==> config.mk <==
export PLATFORM = sky130hd
export DESIGN_NAME = adder_arbiter
export DESIGN_NICKNAME = d
export VERILOG_FILES = /design/src/rtl/adder_pkg.sv /design/src/rtl/adder_arbiter_rr_arbiter.sv /design/src/rtl/full_adder_32bit.sv /design/src/rtl/adder_arbiter.sv
export SDC_FILE = /design/constraint.sdc
export NUM_CORES = 1
export LEC_CHECK = 0
export ABC_AREA = 1
export BUFFER_PORTS_ARGS = -buffer_cell sky130_fd_sc_hd__buf_2
export CAP_MARGIN = 0
export CORE_UTILIZATION = 25
export CTS_CLUSTER_SIZE = 40
export DETAILED_ROUTE_END_ITERATION = 12
export SLEW_MARGIN = 25
export SYNTH_ARGS = -nofsm -noshare
export SYNTH_HDL_FRONTEND = slang
export SYNTH_SLANG_ARGS = --single-unit
==> constraint.sdc <==
create_clock -name clk -period 6 [get_ports clk]
set_input_delay 1.8 -clock clk [delete_from_list [all_inputs] [get_ports clk]]
set_output_delay 1.8 -clock clk [all_outputs]
set_load 0.02 [all_outputs]
==> src/rtl/adder_pkg.sv <==
// Shared constants and types for the shared-adder arbitration block.
// The result register is modelled as a two-state EMPTY/FULL machine.
package adder_pkg;

  localparam int   ADDER_W = 32;
  localparam logic OP_ADD  = 1'b0;
  localparam logic OP_SUB  = 1'b1;
  localparam int   MAX_REQ = 8;

  typedef enum logic {
    RSP_EMPTY = 1'b0,
    RSP_FULL  = 1'b1
  } rsp_state_e;

  typedef struct packed {
    logic [ADDER_W-1:0] sum;
    logic               c_out;
    logic               ovf;
  } add_res_t;

  // Two's-complement overflow from the effective operand signs and the result sign.
  function automatic logic signed_ovf(input logic a_msb, input logic b_msb, input logic s_msb);
    return (a_msb == b_msb) && (s_msb != a_msb);
  endfunction

endpackage

==> src/rtl/adder_arbiter_rr_arbiter.sv <==
// Combinational round-robin picker: first asserted request at or after ptr_i, wrapping.
// The pointer register is owned by the instantiating block.
module rr_arbiter #(
  parameter  int NUM_REQ = 4,
  localparam int ID_W    = $clog2(NUM_REQ)
) (
  input  logic [NUM_REQ-1:0] req_i,
  input  logic [ID_W-1:0]    ptr_i,
  output logic [NUM_REQ-1:0] grant_o,
  output logic [ID_W-1:0]    grant_idx_o,
  output logic               any_o
);

  always_comb begin : pick
    logic [ID_W:0] cand;
    grant_o     = '0;
    grant_idx_o = '0;
    any_o       = 1'b0;
    cand        = '0;
    for (int k = 0; k < NUM_REQ; k++) begin
      // One extra bit so ptr+k can be folded back below NUM_REQ for any count.
      cand = {1'b0, ptr_i} + (ID_W+1)'(k);
      if (cand >= (ID_W+1)'(NUM_REQ)) begin
        cand = cand - (ID_W+1)'(NUM_REQ);
      end
      if (!any_o && req_i[cand[ID_W-1:0]]) begin
        any_o                      = 1'b1;
        grant_o[cand[ID_W-1:0]]    = 1'b1;
        grant_idx_o                = cand[ID_W-1:0];
      end
    end
  end

endmodule

==> src/rtl/full_adder_32bit.sv <==
// 32-bit adder with carry in/out, shared by all requesters.
module full_adder_32bit (
  input  logic [31:0] a,
  input  logic [31:0] b,
  input  logic        c_in,
  output logic [31:0] sum,
  output logic        c_out
);

  assign {c_out, sum} = {1'b0, a} + {1'b0, b} + {32'd0, c_in};

endmodule

==> src/rtl/adder_arbiter.sv <==
// Round-robin sharing of one 32-bit adder between NUM_REQ requesters, with a
// single registered result stage that sustains one operation per cycle.
module adder_arbiter
  import adder_pkg::*;
#(
  parameter  int NUM_REQ = 4,
  localparam int ID_W    = $clog2(NUM_REQ)
) (
  input  logic                       clk,
  input  logic                       rst_n,
  input  logic [NUM_REQ-1:0]         req_valid,
  output logic [NUM_REQ-1:0]         req_ready,
  input  logic [NUM_REQ*ADDER_W-1:0] req_a,
  input  logic [NUM_REQ*ADDER_W-1:0] req_b,
  input  logic [NUM_REQ-1:0]         req_sub,
  output logic                       rsp_valid,
  input  logic                       rsp_ready,
  output logic [ID_W-1:0]            rsp_id,
  output logic [ADDER_W-1:0]         rsp_sum,
  output logic                       rsp_c_out,
  output logic                       rsp_ovf
);

  rsp_state_e         state_q, state_d;
  logic [ID_W-1:0]    id_q, id_d;
  logic [ID_W-1:0]    ptr_q, ptr_d;
  add_res_t           res_q, res_d;

  logic [NUM_REQ-1:0] grant;
  logic [ID_W-1:0]    grant_idx;
  logic               grant_any;
  logic               accept_en;
  logic               fire;

  logic [ADDER_W-1:0] a_sel, b_sel, b_eff, add_sum;
  logic               sub_sel, add_c_out;

  rr_arbiter #(.NUM_REQ(NUM_REQ)) u_rr (
    .req_i       (req_valid),
    .ptr_i       (ptr_q),
    .grant_o     (grant),
    .grant_idx_o (grant_idx),
    .any_o       (grant_any)
  );

  // Reset also masks ready so nothing appears accepted while the block is held.
  assign accept_en = (state_q == RSP_EMPTY) || rsp_ready;
  assign req_ready = grant & {NUM_REQ{accept_en & rst_n}};
  assign fire      = accept_en & grant_any;

  always_comb begin
    a_sel   = '0;
    b_sel   = '0;
    sub_sel = OP_ADD;
    for (int i = 0; i < NUM_REQ; i++) begin
      if (grant[i]) begin
        a_sel   = req_a[ADDER_W*i +: ADDER_W];
        b_sel   = req_b[ADDER_W*i +: ADDER_W];
        sub_sel = req_sub[i];
      end
    end
  end

  assign b_eff = (sub_sel == OP_SUB) ? ~b_sel : b_sel;

  full_adder_32bit u_adder (
    .a     (a_sel),
    .b     (b_eff),
    .c_in  (sub_sel),
    .sum   (add_sum),
    .c_out (add_c_out)
  );

  always_comb begin
    state_d = state_q;
    id_d    = id_q;
    ptr_d   = ptr_q;
    res_d   = res_q;
    if (fire) begin
      state_d     = RSP_FULL;
      id_d        = grant_idx;
      res_d.sum   = add_sum;
      res_d.c_out = add_c_out;
      res_d.ovf   = signed_ovf(a_sel[ADDER_W-1], b_eff[ADDER_W-1], add_sum[ADDER_W-1]);
      ptr_d       = (grant_idx == ID_W'(NUM_REQ-1)) ? '0 : grant_idx + ID_W'(1);
    end else if ((state_q == RSP_FULL) && rsp_ready) begin
      state_d = RSP_EMPTY;
    end
  end

  always_ff @(posedge clk or negedge rst_n) begin
    if (!rst_n) begin
      state_q <= RSP_EMPTY;
      id_q    <= '0;
      ptr_q   <= '0;
      res_q   <= '0;
    end else begin
      state_q <= state_d;
      id_q    <= id_d;
      ptr_q   <= ptr_d;
      res_q   <= res_d;
    end
  end

  assign rsp_valid = (state_q == RSP_FULL);
  assign rsp_id    = id_q;
  assign rsp_sum   = res_q.sum;
  assign rsp_c_out = res_q.c_out;
  assign rsp_ovf   = res_q.ovf;

endmodule
Word-level counts from Yosys, hierarchy flattened
Index checks and enable logic that the tools add are counted.
{"block": "totals", "elab_cells": 101, "out_inout_bits": 41, "ff_bits": 39}
{"block": "op_classes", "muxes": 48, "order_cmp": 12, "n_reduce_logical": 14, "n_bitwise": 8, "n_addsub": 10, "eq_ne": 3}
{"operator": "$mux 32", "n": 9}
{"operator": "$add 32x32->33", "n": 1}
{"operator": "$add 33x1->33", "n": 1}
{"operator": "$not 32->32", "n": 1}
{"operator": "$mux 1", "n": 18}
{"operator": "$mux 2", "n": 9}
{"operator": "$mux 4", "n": 4}
{"operator": "$lt 2x3->1 const B", "n": 4}
{"operator": "$or 4x4->4", "n": 3}
{"operator": "$ge 3x3->1 const B", "n": 3}
{"operator": "$logic_and 1x1->1", "n": 9}
{"operator": "$bmux 1 s2", "n": 4}
{"operator": "$demux 1 s2", "n": 4}
{"operator": "$ge 2x1->1 const B", "n": 4}
{"operator": "$sub 2x1->2 const B", "n": 4}
{"operator": "$add 2x2->3 const B", "n": 2}
{"operator": "$and 4x4->4", "n": 1}
{"operator": "$add 2x1->3 const B", "n": 1}
{"operator": "$ge 2x3->1 const B", "n": 1}
{"operator": "$logic_not 1->1", "n": 3}
{"operator": "$add 2x1->2 const B", "n": 1}
{"operator": "$and 1x1->1", "n": 2}
{"operator": "$eq 2x2->1 const B", "n": 1}
{"operator": "$reduce_bool 2->1", "n": 1}
{"operator": "other kinds (4)", "n": 4}

Longest topological paths before layout
{"block": "depth", "ltp_word": 24, "depth_mapped": 39, "mapped_depth_nobuf": 38}

By module
From an unflattened synthesis, not the netlist that was laid out.
{"block": "hier_totals", "cells_unflattened": 1238, "area_unflattened_um2": 6832.8}
{"module": "adder_arbiter", "area_each_um2": 4011.3, "cells_per_inst": 662, "n_inst": 1}
{"module": "full_adder_32bit", "area_each_um2": 2381.0, "cells_per_inst": 502, "n_inst": 1}
{"module": "rr_arbiter", "area_each_um2": 440.4, "cells_per_inst": 74, "n_inst": 1}

Worst setup path after synthesis
OpenSTA, ideal clock, no wires.
{"block": "synth_path", "kind": "input-to-reg", "startpoint": "in req_valid[3]", "endpoint": "reg res_q, in the netlist rsp_sum[22]", "slack_ns": 0.107, "path_stages": 35, "arrival_ns": 5.776, "cell_sequence": "inv_1 nand2_1 nand3_4 nand2_8 inv_2 nand2_1 nor2_2 nand2_1 nand3_2 buf_4 inv_1 buf_2 buf_2 clkbuf_1 a21oi_1 a21o_1 fa_1 nand3_1 nand2_1 a21o_1 nand2_1 nand2_1 nand2_1 nand2_1 a21oi_1 o21ai_0 nand2_1 nand2_1 nand2_1 nand2_1 a21oi_1 o21ai_0 or2_2 nand3_1 nand2_1"}
{"block": "synth_between", "elab_chain_len": 20, "elab_cells_between_ends": 42}
{"element": "from (decl)", "line": "adder_arbiter.sv:11", "rtl": "input logic [NUM_REQ-1:0] req_valid,"}
{"element": "$bmux 1 s2", "line": "adder_arbiter_rr_arbiter.sv:26", "rtl": "if (!any_o && req_i[cand[ID_W-1:0]]) begin"}
{"element": "$mux 1 (not written as such)", "line": "adder_arbiter_rr_arbiter.sv:26"}
{"element": "$mux 1", "line": "adder_arbiter_rr_arbiter.sv:26"}
{"element": "$logic_not 1->1", "line": "adder_arbiter_rr_arbiter.sv:26"}
{"element": "$logic_and 1x1->1", "line": "adder_arbiter_rr_arbiter.sv:26"}
{"element": "$mux 1", "line": "adder_arbiter_rr_arbiter.sv:26"}
{"element": "$logic_not 1->1", "line": "adder_arbiter_rr_arbiter.sv:26"}
{"element": "$logic_and 1x1->1", "line": "adder_arbiter_rr_arbiter.sv:26"}
{"element": "$mux 1", "line": "adder_arbiter_rr_arbiter.sv:26"}
{"element": "$logic_not 1->1", "line": "adder_arbiter_rr_arbiter.sv:26"}
{"element": "$logic_and 1x1->1", "line": "adder_arbiter_rr_arbiter.sv:26"}
{"element": "$mux 4", "line": "adder_arbiter_rr_arbiter.sv:26"}
{"element": "$mux 32 (4 in a row)", "line": "adder_arbiter.sv:56", "rtl": "if (grant[i]) begin"}
{"element": "$not 32->32", "line": "adder_arbiter.sv:64", "rtl": "assign b_eff = (sub_sel == OP_SUB) ? ~b_sel : b_sel;"}
{"element": "$mux 32", "line": "adder_arbiter.sv:64"}
{"element": "$add 32x32->33", "line": "full_adder_32bit.sv:10", "rtl": "assign {c_out, sum} = {1'b0, a} + {1'b0, b} + {32'd0, c_in};"}
{"element": "$add 33x1->33", "line": "full_adder_32bit.sv:10"}
{"element": "to (signal assigned)", "line": "adder_arbiter.sv:101", "rtl": "res_q <= res_d;"}
{"element": "to (decl)", "line": "adder_arbiter.sv:27", "rtl": "add_res_t res_q, res_d;"}
Parallel ways exist; a longest one is shown, timed or not. The select of a mux whose other input is x is not followed.
A chain may end at the register's enable or synchronous reset.

Final worst setup path
{"block": "layout_path", "startpoint": "in req_valid[3]", "endpoint": "reg res_q, in the netlist rsp_ovf"}
{"block": "layout_between", "elab_chain_len": 22, "elab_cells_between_ends": 45}
{"element": "$bmux 1 s2", "line": "adder_arbiter_rr_arbiter.sv:26"}
{"element": "$mux 1 (not written as such)", "line": "adder_arbiter_rr_arbiter.sv:26"}
{"element": "$mux 1", "line": "adder_arbiter_rr_arbiter.sv:26"}
{"element": "$logic_not 1->1", "line": "adder_arbiter_rr_arbiter.sv:26"}
{"element": "$logic_and 1x1->1", "line": "adder_arbiter_rr_arbiter.sv:26"}
{"element": "$mux 1", "line": "adder_arbiter_rr_arbiter.sv:26"}
{"element": "$logic_not 1->1", "line": "adder_arbiter_rr_arbiter.sv:26"}
{"element": "$logic_and 1x1->1", "line": "adder_arbiter_rr_arbiter.sv:26"}
{"element": "[... 3 more ...]"}
{"element": "$mux 4", "line": "adder_arbiter_rr_arbiter.sv:26"}
{"element": "$mux 32 (4 in a row)", "line": "adder_arbiter.sv:56"}
{"element": "$not 32->32", "line": "adder_arbiter.sv:64"}
{"element": "$mux 32", "line": "adder_arbiter.sv:64"}
{"element": "$add 32x32->33", "line": "full_adder_32bit.sv:10"}
{"element": "$add 33x1->33", "line": "full_adder_32bit.sv:10"}
{"element": "$ne 1x1->1", "line": "adder_pkg.sv:23", "rtl": "return (a_msb == b_msb) && (s_msb != a_msb);"}
{"element": "$logic_and 1x1->1", "line": "adder_pkg.sv:23"}
Parallel ways exist; a longest one is shown, timed or not. The select of a mux whose other input is x is not followed.

==> flow_summary.json <==
{
  "final.setup.tns_ns": 0,
  "cts_sinks": 39,
  "maxCapViolations": 0,
  "post_drt_wl_per_cell_um": 17.5,
  "port_buffers": 307,
  "antenna_left": 0,
  "die_y_um": 155,
  "grt_max_degree": 58,
  "area_delta_synth_final_pct": 41.0,
  "worst_ep_arrival_time_ns": 5.87,
  "clk_latency_ns": 0.28,
  "tritoncts": "built",
  "crit_slowest_cell": "a2111oi_0",
  "max_freq_mhz": 176,
  "grt_antenna_before_repair": 4,
  "overflow": 0,
  "synth_edf_count": 0,
  "syn_nets": 1209,
  "post-synth-top-count-cell": "nand2_1",
  "period_share": 0.949,
  "grt_pass1_wl_um": 40000,
  "wirelength_um": 26800,
  "relSlewSlack": 0.587,
  "initial_core_util": 0.257,
  "place_congestion": 0.928,
  "seqCellArea_sq_um": 976,
  "final_design_area_no_fill_sq_um": 8290,
  "grt_use_total": 0.213,
  "cts.clk_slew.worst_paths_ns": 0.06,
  "num_vias": 7568,
  "nFillCells": 2555,
  "synth.largest_area_cell": "dfrtp_1",
  "holdWs_ns": 0.476,
  "synthArstFlopShare": 1.00,
  "setup.worst_path.start_class": "input pin",
  "outcome": "completed",
  "clock_path_buffers": 2,
  "dp_hpwl_um": 22700,
  "finalSetupViolCount": 0,
  "critPathTopFamily": "compound AO/OA/AOI/OAI gates",
  "yosysUniqueCellTypes": 47,
  "ios": 308,
  "grt_use_met2": 0.337,
  "slowest_delay_ns": 0.44,
  "slew_viol_final": 0,
  "yosys.area.top_type_share": 0.166,
  "worstPathBufferInverterCount": 7,
  "dr.pass1.iters": 5,
  "gr-usage-met3": 0.0298,
  "grt_pass1_vias": 7074,
  "end_kind": "flip-flop",
  "ys_ff_latch": 39,
  "worst_path_most_repeated_cell": "nand2_1",
  "finalCriticalPeriod_ns": 5.70,
  "crit_type": "input pin to flip-flop",
  "synth.area.top_cells": "dfrtp_1, nand2_1, o21ai_0",
  "cts_made_buffers": 5,
  "row_count": 55,
  "finalHoldViolCount": 0,
  "grt_busiest_layer": "met2",
  "yosysSeqAreaShare": 0.166,
  "drc": 0,
  "die_area_sq_um": 24100,
  "multi_input_area_sq_um": 4490,
  "synth_ff_type": "dfrtp_1",
  "worst_slew_pin_slew_ns": 0.620,
  "dpl_cell_area_sq_um": 7970,
  "min_path_type": "flip-flop to flip-flop",
  "cp.required_ns": 6.18,
  "ys_top_cells_by_count": "nand2_1, o21ai_0, a21oi_1",
  "finClkSkew_ns": 0.00617,
  "post_route_cells_drive_above_1_share": 0.345,
  "h-tree-depth": 2,
  "coreArea_sq_um": 22800,
  "syn-cell-area_sq_um": 5880,
  "use_met1": 0.300,
  "synth_warnings": 0,
  "critPathMaxFanout": 34,
  "cts_root_buffer": "clkbuf_16",
  "rsz0062_at_grt": "no",
  "syn_area_per_cell_sq_um": 6.51,
  "drt_iter0_drc": 490,
  "via_per_inst": 4.94,
  "die_w_um": 155,
  "num-nets-final": 1521,
  "synthCells": 903,
  "utilization": 0.363
}
what timing repair did:
item | CTS | global route
hold buffers | 0 | 0
setup buffers | 0 | 4
gates resized for setup | 0 | 20
setup endpoints to repair | 0 | 4
stage by stage:
step,cells,worst slack [ns]
finish,1532,0.304
global route,1532,0.0185
CTS,1524,0.313
detailed placement,1516,0.0283
global placement,1516,0.0444
floorplan,903,0.107
final timing paths:
path / start / end / slack, ns / cells after the start
max: req_valid[3] / rsp_ovf / 0.30 / 26
min: rsp_id[0] / rsp_id[0] / 0.48 / 2
max reg2reg: flip-flop / rsp_ovf / 0.71 / 25
min reg2reg: rsp_id[0] / rsp_id[0] / 0.48 / 2
max in group asynchronous: rst_n / rsp_sum[3] / 4.05 / 2
min in group asynchronous: rst_n / rsp_id[1] / 1.59 / 2
sequential cells by signal (all words and copies together), names as in the netlist, named ones only:
register,count
rsp_c_out,1
rsp_valid,1
rsp_sum,32
rsp_id,2
ptr_q,1
rsp_ovf,1
kinds of logic (layout without fill, tap and decap cells):
kind of cell               after synthesis  after routing  synth area share
DFF                                     39             39             0.166
other                                    0              3                 0
AOI/OAI and AO/OA                      335            335             0.348
adders and majority gates               39             39            0.0843
buffers and inverters                  117            430            0.0807
and+or+nand+nor                        322            322             0.245
xor gates and xnor gates                51             51            0.0760
placed cells by master, fill, tap and decap left out, types with 34 or more instances in the layout:
cell type and n:
buf_2 307, nand2_1 199, o21ai_0 124, a21oi_1 69
inv_1 55, xnor2_1 44, buf_4 43, nor2_1 41
dfrtp_1 39, ha_1 38, a21o_1 34
worst reg2reg max path, delay by kind of cell (launching register included):
family          cells  cell delay [ns]
compound gates      6             1.60
fa+ha+maj           2             0.72
buf+inv             7             1.15
flops               1             0.74
xor+xnor            1             0.20
simple gates        9             0.78
routing by layer:
| layer | up-vias | share of wire |
|---|---|---|
| met2 | 290 | 0.46 |
| met4 | 2 | 0.017 |
| met5 | - | 0.00048 |
| li1 | 3785 | - |
| met1 | 3465 | 0.46 |
| met3 | 26 | 0.061 |
area by class of cell:
| type | instances | share of cell area |
|---|---|---|
| inverters | 64 | 0.0302 |
| clock inverters | 3 | 0.00528 |
| well taps | 313 | 0.0473 |
| diodes | 3 | 0.000906 |
| repair buffers | 358 | 0.241 |
| flip-flops and latches | 39 | 0.118 |
| clock buffers | 5 | 0.0151 |
| multi-input cells | 747 | 0.542 |
Power is left out: the tool's default activity adds up to more than one toggle a clock period on the data nets, which glitch-free logic cannot reach.
